[config.mk]
export PLATFORM = sky130hd
export DESIGN_NAME = mouse_tracker
export DESIGN_NICKNAME = d
export VERILOG_FILES = /design/src/rtl/mouse_tracker.sv
export SDC_FILE = /design/constraint.sdc
export NUM_CORES = 1
export LEC_CHECK = 0
export BUFFER_PORTS_ARGS = -buffer_cell sky130_fd_sc_hd__buf_2
export CORE_MARGIN = 2
export CORE_UTILIZATION = 47
export DETAILED_ROUTE_END_ITERATION = 8
export GPL_ROUTABILITY_DRIVEN = 0
export PLACE_DENSITY = 0.7
export SLEW_MARGIN = 20
export SYNTH_ARGS = -nofsm -noshare
export SYNTH_HDL_FRONTEND = slang
export SYNTH_SLANG_ARGS = --single-unit
export TNS_END_PERCENT = 30
[constraint.sdc]
create_clock -name clock -period 3.3 [get_ports clock]
set_clock_uncertainty 0.1 [all_clocks]
set_input_delay 0.33 -clock clock [delete_from_list [all_inputs] [get_ports clock]]
set_output_delay 0.33 -clock clock [all_outputs]
set_load 0.005 [all_outputs]
[src/rtl/mouse_tracker.sv]
// Pointing-device front end: input synchronisers, X quadrature decode into a
// saturating position, and button debouncing. All outputs are registered.
module mouse_tracker #(
  parameter int unsigned DEBOUNCE_CYCLES = 4,
  parameter int unsigned X_MAX           = 639
) (
  input  logic        clock,
  input  logic        reset_,
  input  logic        quad_a,
  input  logic        quad_b,
  input  logic        button_,
  output logic [15:0] mouse_x,
  output logic        mouse_pressed_,
  output logic        mouse_moved,
  output logic        quad_error
);

  localparam int unsigned CW      = (DEBOUNCE_CYCLES > 1) ? $clog2(DEBOUNCE_CYCLES) : 1;
  localparam logic [CW-1:0] DB_LAST = CW'(DEBOUNCE_CYCLES - 1);
  localparam logic [15:0]   XMAX    = 16'(X_MAX);

  typedef enum logic [1:0] {WARM0, WARM1, WARM2, RUN} warm_e;

  warm_e         warm_q, warm_d;
  logic          a_s1_q, a_s2_q, b_s1_q, b_s2_q;
  logic          btn_s1_q, btn_s2_q;
  logic [1:0]    prev_q;
  logic [15:0]   x_q, x_d;
  logic          moved_q, moved_d;
  logic          err_q, err_d;
  logic          pressed_q, pressed_d;
  logic [CW-1:0] cnt_q, cnt_d;

  logic [1:0] cur;
  logic       fwd, rev, bad;

  assign cur = {a_s2_q, b_s2_q};

  always_ff @(posedge clock or negedge reset_) begin
    if (!reset_) begin
      a_s1_q    <= 1'b0;
      a_s2_q    <= 1'b0;
      b_s1_q    <= 1'b0;
      b_s2_q    <= 1'b0;
      btn_s1_q  <= 1'b1;
      btn_s2_q  <= 1'b1;
      prev_q    <= '0;
      warm_q    <= WARM0;
      x_q       <= '0;
      moved_q   <= 1'b0;
      err_q     <= 1'b0;
      pressed_q <= 1'b1;
      cnt_q     <= '0;
    end else begin
      a_s1_q    <= quad_a;
      a_s2_q    <= a_s1_q;
      b_s1_q    <= quad_b;
      b_s2_q    <= b_s1_q;
      btn_s1_q  <= button_;
      btn_s2_q  <= btn_s1_q;
      prev_q    <= cur;
      warm_q    <= warm_d;
      x_q       <= x_d;
      moved_q   <= moved_d;
      err_q     <= err_d;
      pressed_q <= pressed_d;
      cnt_q     <= cnt_d;
    end
  end

  always_comb begin
    fwd = 1'b0;
    rev = 1'b0;
    bad = 1'b0;
    case ({prev_q, cur})
      4'b0001, 4'b0111, 4'b1110, 4'b1000: fwd = 1'b1;
      4'b0100, 4'b1101, 4'b1011, 4'b0010: rev = 1'b1;
      4'b0011, 4'b1100, 4'b0110, 4'b1001: bad = 1'b1;
      default: ;
    endcase
  end

  // Decode is suppressed until the synchronisers and prev_q hold real pin values.
  always_comb begin
    warm_d  = warm_q;
    x_d     = x_q;
    moved_d = 1'b0;
    err_d   = 1'b0;
    case (warm_q)
      WARM0:   warm_d = WARM1;
      WARM1:   warm_d = WARM2;
      WARM2:   warm_d = RUN;
      default: begin
        warm_d = RUN;
        if (fwd && (x_q < XMAX)) begin
          x_d     = x_q + 16'd1;
          moved_d = 1'b1;
        end else if (rev && (x_q != 16'd0)) begin
          x_d     = x_q - 16'd1;
          moved_d = 1'b1;
        end else if (bad) begin
          err_d = 1'b1;
        end
      end
    endcase
  end

  always_comb begin
    pressed_d = pressed_q;
    cnt_d     = cnt_q;
    if (btn_s2_q == pressed_q) begin
      cnt_d = '0;
    end else if (cnt_q == DB_LAST) begin
      pressed_d = btn_s2_q;
      cnt_d     = '0;
    end else begin
      cnt_d = cnt_q + CW'(1);
    end
  end

  assign mouse_x        = x_q;
  assign mouse_pressed_ = pressed_q;
  assign mouse_moved    = moved_q;
  assign quad_error     = err_q;

endmodule

==> results by stage <==
Run status:
- The run finished with clean final reports.

Routing:
- Using the TritonRoute via totals, the vias-per-cell ratio works out to 5.71.
- Wires add up to 5.13 mm.
- The detailed-route DRC error count is 0.
- The number of DRC markers in iteration 0 is 114.
- The number of optimization iterations in the first detailed-route pass is 4.
- The average wire per standard cell is 16.8 um.
- The remaining antenna violation count after routing is 0.
- The number of vias in the routed layout is 1742.

Synthesis:
- The number of nets in the synthesized netlist is 216.
- By area the synthesized netlist is led by sky130_fd_sc_hd__dfrtp_1 (37%), sky130_fd_sc_hd__ha_1 (10%), sky130_fd_sc_hd__nand2_1 (5.4%).
- In the synthesized netlist, the number of instances is 195.
- Counting flops with a built-in enable in the synthesized netlist gives 0.
- The synthesized design contains 31 register bits.
- The leading register cell type out of synthesis is sky130_fd_sc_hd__dfrtp_1.
- The synthesized area is 1880 sq um.
- The total number of yosys warnings is 0.
- The library cell with the largest summed area after synthesis is sky130_fd_sc_hd__dfrtp_1.
- The sequential cell area fraction in the yosys report is 0.416.
- Of the post-synthesis cell area, the dominant cell type holds 0.374.
- The count of cell types in the netlist is 45.
- Each instance of the synthesized netlist takes up on average 9.62 sq um.
- The share of flip-flops with an asynchronous set or reset is 1.00.

Worst setup path:
- The startpoint identified for the worst register-to-register timing path is mouse_x[13].
- At the worst endpoint, the arrival time is 3.37 ns.
- The endpoint kind of the worst setup timing path is a register.
- The endpoint of the lowest-slack register-to-register path is mouse_x[15].
- The critical path in this run is classified as register to register.
- The worst setup path is launched from a register.
- The largest fanout of any net on the critical path is 7.
- The setup check on the worst reg-to-reg path leaves a slack of 0.008 ns.
- The cell depth of the worst flop-to-flop path is 10.
- The data required time at the worst endpoint is 3.38 ns.

Die:
- The initial standard-cell utilization of the core is 0.501.
- The total die area is 4510 sq um.
- The floorplan step set the die width to 67.2 um.
- The die span in y is 67.2 um.
- The I/O pin count is 24.
- The initialized floorplan defines 22 standard-cell rows.
- After floorplanning, the core was sized to cover 3740 sq um.

STA:
- The worst pin sits at a relative slew slack of 0.541.
- The final number of hold-violating endpoints came to 0.
- The final setup violation count is 0.
- At the pin with the least slew margin, the transition time is 0.688 ns.
- Setup repair after global routing could not meet its margin everywhere.
- Derived from the worst setup path, the maximum achievable clock frequency is 304 MHz.
- The tightest hold path in the finished design has a slack of 0.0334 ns.
- The smallest setup slack after layout is 0.00766 ns.
- The worst path needs 3.29 ns of the cycle, external delays included.
- The final worst-path cycle share is 0.998.
- The final count of pins violating max slew came to 0.

Final layout:
- The count of filler cells inserted in the layout is 292.
- The library cell used most frequently in the layout, excluding fill and tap cells, is sky130_fd_sc_hd__buf_4.
- In the layout the commonest cells are sky130_fd_sc_hd__buf_4 (30), sky130_fd_sc_hd__dfrtp_1 (28), sky130_fd_sc_hd__nand2_1 (26).
- The layout cell share with drive strength beyond 1 is 0.385.
- The relative area change from synthesis to final layout is 37.3%.
- The number of nets in the final layout is 277.
- The final cell count without fillers is 305.
- The antenna diode instance count is 0.

Job:
- The tool flagged a number of max-cap violations equal to 0.

Hold path:
- In this run the worst hold path is classified as input port to register.
- For hold timing, the worst endpoint is btn_s1_q.
- The origin of the worst min-delay path is button_.
- Along the worst hold path, the cell count comes to 1.

CTS:
- The H-tree depth is 2.
- Counting every sink on the clock net gives 31.
- Clock latency on the worst-skew pair, taken at its later pin, is 0.30 ns.
- The TritonCTS clock tree is done.
- The maximum number of buffers from clock root to sink is 2.
- The root buffer cell chosen for the clock tree is sky130_fd_sc_hd__clkbuf_8.
- Counting the buffers created by CTS gives 5.
- The CTS clock-pin slew for the worst setup and hold paths is 0.08 ns.

Global routing:
- The number of antenna violations at the first check in global routing is 0.
- The largest net degree at the start of global routing is 32.
- The aggregate global-route resource usage is 0.233.
- The global-route wire length before repair is 7.62 mm.
- The number of global-route vias before repair came to 1665.
- The sum of overflow across all layers after global routing is 0.

Placed design:
- Buffers placed on the I/O ports in this run total 23.
- Detailed placement finished with a half-perimeter wire length of 3.32 mm.
- At the placement stage, the worst setup path has a slack of -0.0716 ns.
- The number of placed instances, taps included, is 293.

Pwr:
- Across the VDD grid, the largest voltage drop is 701 uV.
- The total power density per cell area is 1160 nW/um^2.
- The total leakage power is 1.15 nW.
worst max-delay path, stage by stage (launching register included):
cell and delay, ns:
sky130_fd_sc_hd__dfrtp_1 0.42, sky130_fd_sc_hd__nor4_4 0.33, sky130_fd_sc_hd__o211ai_1 0.21, sky130_fd_sc_hd__or3_4 0.50, sky130_fd_sc_hd__buf_8 0.18, sky130_fd_sc_hd__ha_4 0.23, sky130_fd_sc_hd__a21oi_2 0.18, sky130_fd_sc_hd__o21a_1 0.17
sky130_fd_sc_hd__or2b_2 0.32, sky130_fd_sc_hd__o2111ai_1 0.18, sky130_fd_sc_hd__or3b_1 0.37
metal layers:
layer  track usage  up-vias  part of all wire
met2         0.384       56              0.51
met1         0.285      833              0.41
met4         0.112        0             0.024
met5             0        -                 0
met3        0.0583       14             0.055
li1              -      839                 -
state kept, by name (all words and copies together), names as in the netlist:
register        cells
warm_q              2
a_s1_q              1
a_s2_q              1
btn_s1_q            1
prev_q              2
b_s1_q              1
mouse_moved         1
mouse_pressed_      1
b_s2_q              1
cnt_q               2
mouse_x            16
quad_error          1
btn_s2_q            1
cell families after synthesis:
logic type	Yosys count	share of synthesized area
AND/OR/NAND/NOR	63	0.173
multiplexers	1	0.00600
adder cells (fa/ha/maj)	16	0.111
flip-flops	31	0.416
XOR/XNOR	17	0.0794
AO/OA/AOI/OAI	59	0.198
buffers and inverters	8	0.0173
worst max-delay path by stage:
stage	endpoint	start
after floorplan	mouse_x[15]	mouse_x[15]
after global placement	mouse_x[15]	mouse_x[15]
after detailed placement	mouse_x[15]	mouse_x[15]
after CTS	mouse_x[15]	mouse_x[15]
after global routing	mouse_x[15]	mouse_x[13]
final	mouse_x[15]	mouse_x[13]
cell type report:
cell class                      instances  area, sq um  share of cell area
Clock buffer                            6         72.6              0.0282
Timing Repair Buffer                   57          388               0.151
Multi-Input combinational cell        157         1250               0.484
Inverter                                4         15.0             0.00583
Clock inverter                          2         12.5             0.00486
Tap cell                               48         60.1              0.0233
Sequential cell                        31          779               0.303
what timing repair did:
action / 4_1_cts / 5_1_grt
buffers inserted: 0 / 2
hold endpoints to repair: 12 / 0
hold buffers: 1 / 0
pin swaps: 1 / 11
resized for setup: 2 / 39
cloned: 0 / 1
endpoints found under the setup margin: 4 / 6
Yosys cell counts (all sizes together) (4+ instances only):
cell / count
xor2: 7
a21o: 6
nor2: 8
dfrtp: 28
xnor2: 10
ha: 15
or2: 4
a21oi: 13
o21ai: 18
inv: 4
nand2: 27
o31ai: 4
stage by stage:
| step | utilization | cell area (sq um) | TNS [ns] | power [W] |
|---|---|---|---|---|
| 6_report | 0.688 | 2570 | 0 | 0.00298 |
| 4_1_cts | 0.633 | 2370 | 0 | 0.00262 |
| 3_3_place_gp | 0.605 | 2270 | -0.00380 | 0.00225 |
| 3_5_place_dp | 0.605 | 2270 | -0.0916 | 0.00228 |
| 2_1_floorplan | - | 1880 | 0 | 0.00162 |
| 5_1_grt | 0.688 | 2570 | -0.317 | 0.00322 |
report_power, final:
group	leakage (nW)	internal, W	total (W)	switching (W)
combinational	0.741	0.00103	0.00205	0.00102
sequential	0.368	0.000507	0.000619	0.000112
clock	0.0412	0.000147	0.000305	0.000158
Power figures use the tool's default switching activity.
